## config.mk

```make
export PLATFORM = sky130hd
export DESIGN_NAME = logic_unit_seq
export DESIGN_NICKNAME = d
export VERILOG_FILES = /design/src/rtl/logic_unit_seq.sv
export SDC_FILE = /design/constraint.sdc
export NUM_CORES = 1
export LEC_CHECK = 0
export CORE_MARGIN = 2
export CORE_UTILIZATION = 52
export CTS_CLUSTER_DIAMETER = 150
export DETAILED_ROUTE_END_ITERATION = 8
export DONT_BUFFER_PORTS = 1
export PLACE_DENSITY = 0.67
export SYNTH_ARGS = -nofsm -noshare
export SYNTH_HDL_FRONTEND = slang
export SYNTH_SLANG_ARGS = --single-unit
export TNS_END_PERCENT = 10
```

## constraint.sdc

```tcl
create_clock -name clock -period 4 [get_ports clock]
set_input_delay 0.6 -clock clock [delete_from_list [all_inputs] [get_ports clock]]
set_output_delay 0.6 -clock clock [all_outputs]
set_load 0.02 [all_outputs]
```

## src/rtl/logic_unit_seq.sv

```systemverilog
// Sequential bitwise logic unit: applies AND/OR/XOR/NOR to latched operands
// one LANE-bit slice per cycle, with a valid/ready handshake on both sides.
module logic_unit_seq #(
  parameter int WIDTH = 32,
  parameter int LANE  = 8
) (
  input  logic             clock,
  input  logic             reset_n,
  input  logic             in_valid,
  output logic             in_ready,
  input  logic [1:0]       op,
  input  logic [WIDTH-1:0] x,
  input  logic [WIDTH-1:0] y,
  output logic             out_valid,
  input  logic             out_ready,
  output logic [WIDTH-1:0] a,
  output logic             zero,
  output logic             ones
);

  localparam int N  = WIDTH / LANE;
  localparam int KW = (N > 1) ? $clog2(N) : 1;

  typedef enum logic [1:0] {
    IDLE = 2'd0,
    BUSY = 2'd1,
    DONE = 2'd2
  } state_t;

  state_t           state;
  state_t           state_next;
  logic [KW-1:0]    k;
  logic [WIDTH-1:0] x_lat;
  logic [WIDTH-1:0] y_lat;
  logic [1:0]       op_lat;
  logic [WIDTH-1:0] a_next;
  logic             accept;
  logic             last;

  always_ff @(posedge clock or negedge reset_n) begin
    if (!reset_n) begin
      state <= IDLE;
    end else begin
      state <= state_next;
    end
  end

  always_comb begin
    state_next = state;
    accept     = 1'b0;
    last       = 1'b0;
    case (state)
      IDLE: begin
        if (in_valid) begin
          accept     = 1'b1;
          state_next = BUSY;
        end
      end
      BUSY: begin
        if (k == KW'(N - 1)) begin
          last       = 1'b1;
          state_next = DONE;
        end
      end
      DONE: begin
        if (out_ready) begin
          state_next = IDLE;
        end
      end
      default: state_next = IDLE;
    endcase
  end

  assign in_ready  = (state == IDLE);
  assign out_valid = (state == DONE);

  // Each lane computes its slice; only the lane selected by k is written,
  // all other bits of a keep their previous value.
  genvar gi;
  generate
    for (gi = 0; gi < N; gi++) begin : lane_g
      logic [LANE-1:0] lane_x;
      logic [LANE-1:0] lane_y;
      logic [LANE-1:0] lane_res;

      assign lane_x = x_lat[gi*LANE +: LANE];
      assign lane_y = y_lat[gi*LANE +: LANE];

      always_comb begin
        lane_res = '0;
        case (op_lat)
          2'b00:   lane_res = lane_x & lane_y;
          2'b01:   lane_res = lane_x | lane_y;
          2'b10:   lane_res = lane_x ^ lane_y;
          default: lane_res = ~(lane_x | lane_y);
        endcase
      end

      assign a_next[gi*LANE +: LANE] =
        ((state == BUSY) && (k == KW'(gi))) ? lane_res : a[gi*LANE +: LANE];
    end
  endgenerate

  always_ff @(posedge clock or negedge reset_n) begin
    if (!reset_n) begin
      k      <= '0;
      x_lat  <= '0;
      y_lat  <= '0;
      op_lat <= 2'b00;
      a      <= '0;
      zero   <= 1'b0;
      ones   <= 1'b0;
    end else begin
      if (accept) begin
        x_lat  <= x;
        y_lat  <= y;
        op_lat <= op;
        k      <= '0;
      end
      if (state == BUSY) begin
        a <= a_next;
        if (last) begin
          // Flags come from the fully assembled word, so they match a in DONE.
          k    <= '0;
          zero <= (a_next == '0);
          ones <= &a_next;
        end else begin
          k <= k + KW'(1);
        end
      end
    end
  end

endmodule

```

==> flow_results.xml <==
<?xml version="1.0" encoding="UTF-8"?>
<metrics>
  <group name="status">
    <metric name="outcome" unit="">complete, no violations</metric>
  </group>
  <group name="power">
    <metric name="total_design_power" unit="mW">5.98</metric>
    <metric name="power_leakage" unit="nW">3.00</metric>
    <metric name="power_per_cell_area" unit="nW/um^2">909</metric>
    <metric name="worst_ir_drop_vdd" unit="mV">0.444</metric>
  </group>
  <group name="global_routing">
    <metric name="number_of_antenna_violations_at_the_first_check_in_global_routing" unit="">0</metric>
    <metric name="groute.usage.overall" unit="%">23.1</metric>
    <metric name="grt_max_degree" unit="">105</metric>
    <metric name="overflow_left_after_global_routing" unit="">0</metric>
    <metric name="grt_first_pass_wirelength" unit="mm">23.3</metric>
    <metric name="via_count_of_the_first_global_routing_pass" unit="">4635</metric>
  </group>
  <group name="die">
    <metric name="initial_core_utilization" unit="%">52.7</metric>
    <metric name="chipHeight" unit="um">114</metric>
    <metric name="core.rowCount" unit="">40</metric>
    <metric name="design.portCount" unit="">106</metric>
    <metric name="floorplan.die.width" unit="um">114</metric>
    <metric name="design.die.area" unit="um^2">12900</metric>
    <metric name="design.core.area" unit="um^2">11900</metric>
  </group>
  <group name="route">
    <metric name="firstDrtPassIters" unit="">4</metric>
    <metric name="route.final.wire_length" unit="mm">14.0</metric>
    <metric name="vias" unit="">4646</metric>
    <metric name="route.detailed.drc" unit="">0</metric>
    <metric name="drt-vias-per-instance" unit="">5.67</metric>
    <metric name="wl_cell" unit="um">17.1</metric>
    <metric name="drt_first_iter_violations" unit="">369</metric>
    <metric name="final_antenna_net_count" unit="">0</metric>
  </group>
  <group name="yosys">
    <metric name="syn-instance-count" unit="">694</metric>
    <metric name="synthesis.yosys.warnings" unit="">0</metric>
    <metric name="synthArstFlopShare" unit="%">100</metric>
    <metric name="synth_largest_type_area_fraction" unit="%">41.7</metric>
    <metric name="portion_of_netlist_area_occupied_by_mux_cells" unit="%">5.91</metric>
    <metric name="synth-compound-area-share" unit="%">18.1</metric>
    <metric name="synth_sequential_area_ratio" unit="%">41.7</metric>
    <metric name="synth_area_leaders" unit="">dfrtp_1 42%, ha_1 14%, o21ai_0 7.9%</metric>
    <metric name="postSynthRegisterBits" unit="">104</metric>
    <metric name="postSynth.topFlopCell" unit="">dfrtp_1</metric>
    <metric name="synth-edff-count" unit="">0</metric>
    <metric name="synth_top_family_by_area" unit="">compound AO/OA/AOI/OAI gates</metric>
    <metric name="post-synth-top-area-cell" unit="">dfrtp_1</metric>
    <metric name="synth_cell_type_count" unit="">37</metric>
    <metric name="synth.avg_cell_area" unit="um^2">9.00</metric>
    <metric name="syn-num-nets" unit="">832</metric>
    <metric name="synthSimpleGateAreaFrac" unit="%">12.8</metric>
    <metric name="post_synth_fa_ha_maj_area_fraction" unit="%">13.6</metric>
    <metric name="mappedNetlistArea" unit="um^2">6250</metric>
    <metric name="synth_xor_xnor_area_share" unit="%">0</metric>
  </group>
  <group name="timing">
    <metric name="final.min_clock_period" unit="ns">2.77</metric>
    <metric name="final_hold_viol_count" unit="">0</metric>
    <metric name="drv_slew" unit="">0</metric>
    <metric name="rsz0062_at_grt" unit="">no</metric>
    <metric name="finalClockSkew" unit="ns">0.00541</metric>
    <metric name="worstMarginPinSlew" unit="ns">0.858</metric>
    <metric name="timing.slew.headroom" unit="%">42.8</metric>
    <metric name="setup-tns-final" unit="ns">0</metric>
    <metric name="period_share" unit="%">69.3</metric>
    <metric name="max_freq" unit="MHz">361</metric>
    <metric name="finalSetupViolations" unit="">0</metric>
  </group>
  <group name="critical_path">
    <metric name="crit_required" unit="ns">4.24</metric>
    <metric name="setup.worst_path.class" unit="">reg -&gt; reg</metric>
    <metric name="crit_slowest_cell" unit="">dfrtp_4</metric>
    <metric name="path_cells" unit="">buf_4 -&gt; mux2_2 -&gt; a21oi_1 -&gt; nor3_1 -&gt; a31oi_1 -&gt; nor4_1 -&gt; a32o_1</metric>
    <metric name="critPathLaunchType" unit="">flop</metric>
    <metric name="worst_path_largest_cell_delay" unit="ns">0.99</metric>
    <metric name="critPathArrivalTime" unit="ns">3.01</metric>
    <metric name="cp-end-kind" unit="">flop</metric>
    <metric name="worstPathMaxFanout" unit="">78</metric>
  </group>
  <group name="cts">
    <metric name="root_cell_of_the_clock_tree" unit="">clkbuf_16</metric>
    <metric name="h-tree-depth" unit="">3</metric>
    <metric name="cts_resized" unit="">0</metric>
    <metric name="clock_tree.buffer_depth" unit="">2</metric>
    <metric name="worst_setup_hold_path_clk_slew" unit="ns">0.07</metric>
    <metric name="tritoncts.num_buffers" unit="">9</metric>
    <metric name="clock_latency" unit="ns">0.35</metric>
    <metric name="clock_tree_sinks" unit="">104</metric>
    <metric name="post-cts-setup-buffer-count" unit="">0</metric>
    <metric name="cts_hold_repair.buffers" unit="">1</metric>
    <metric name="cts_tree" unit="">done</metric>
  </group>
  <group name="placement">
    <metric name="detailedPlacementHpwl" unit="mm">10.3</metric>
    <metric name="final_weighted_congestion_in_routability_driven_placement" unit="">0.890</metric>
    <metric name="buffer_ports.inserted" unit="">0</metric>
    <metric name="place_inst" unit="">804</metric>
  </group>
  <group name="min_path">
    <metric name="timing.hold.worst.class" unit="">in -&gt; async</metric>
  </group>
  <group name="finish">
    <metric name="area_growth_syn_to_layout" unit="%">5.39</metric>
    <metric name="finish.net_count" unit="">807</metric>
    <metric name="diodes" unit="">0</metric>
    <metric name="mostFrequentLayoutCell" unit="">nand2_1</metric>
    <metric name="layout-drive-gt1-share" unit="%">7.73</metric>
    <metric name="post_layout_nonfiller_instances" unit="">820</metric>
    <metric name="fin_util" unit="%">55.5</metric>
    <metric name="final_cell_mix" unit="">105 x nand2_1, 102 x dfrtp_1, 99 x o21ai_0</metric>
  </group>
  <group name="flow_run">
    <metric name="max-cap-violations" unit="">0</metric>
  </group>
</metrics>
-- synth_stat cells, types with 3 or more instances --
cell	count
nor2_1	38
a211oi_2	9
a31oi_1	10
nor3_1	14
mux2_1	11
buf_4	5
nor2b_1	5
nand2_1	105
o21ai_0	99
nor4_1	5
buf_2	7
ha_1	68
dfrtp_1	104
o21ai_1	5
a21oi_1	33
buf_6	6
and2_1	3
nand4_1	7
inv_1	68
clkbuf_1	22
mux2_2	20
o31ai_1	6
a211oi_1	20
nand3_1	6
-- cell type report --
class,instances,area [um^2]
clock inverters,3,65.1
flip-flops and latches,104,2610
fillers,1097,5280
well taps,147,184
inverters,68,255
repair buffers,6,65.1
multi-input cells,480,3150
clock buffers,12,256
-- sequential cells by signal, indices dropped and copies added (netlist names) --
register,count
state,2
k,2
a,32
ones,1
zero,1
op_lat,2
x_lat,32
y_lat,32
-- critical path, delay by kind of cell (launching register included) --
kind                   cells  cell delay [ns]
and+or+nand+nor            2             0.16
buffers and inverters      1             0.39
AOI/OAI and AO/OA          3             0.72
muxes                      1             0.37
DFF                        1             0.99
-- power by group --
| part | switching, mW | internal (mW) |
|---|---|---|
| Clock | 0.376 | 0.578 |
| Combinational | 1.61 | 1.12 |
| Sequential | 0.753 | 1.54 |
| Total | 2.74 | 3.24 |
-- metrics by stage --
step	instance area [um^2]	worst slack [ns]	hold WS (ns)
5_1_grt	6580	1.01	0.227
2_1_floorplan	6250	2.25	0.304
4_1_cts	6580	1.25	0.207
3_3_place_gp	6230	1.39	0.309
6_report	6580	1.23	0.187
3_5_place_dp	6230	1.27	0.309
-- final timing paths --
check | from | end | slack (ns) | cells past startpoint
min in group clock | x[10] | x_lat[10] | 0.36 | 2
min | reset_n | y_lat[18] | 0.19 | 1
max | op_lat[0] | ones | 1.23 | 7
max reg2reg | op_lat[0] | ones | 1.23 | 7
min reg2reg | state[1] | state[0] | 0.51 | 1
max in group asynchronous | reset_n | op_lat[0] | 3.38 | 1
-- layer usage --
metal  track usage, %  vias up  part of all wire (%)
met3             6.16       11                   5.2
li1                 -     2308                     -
met1             29.2     2225                    43
met5                0        -                     0
met4             4.96        0                   1.2
met2             39.9      102                    50
-- cell families after synthesis --
| group | after synthesis |
|---|---|
| AO/OA/AOI/OAI | 191 |
| adder cells (fa/ha/maj) | 68 |
| buffers and inverters | 110 |
| flip-flops | 104 |
| multiplexers | 33 |
| AND/OR/NAND/NOR | 188 |
No activity file was read; power rests on OpenSTA's default activity.
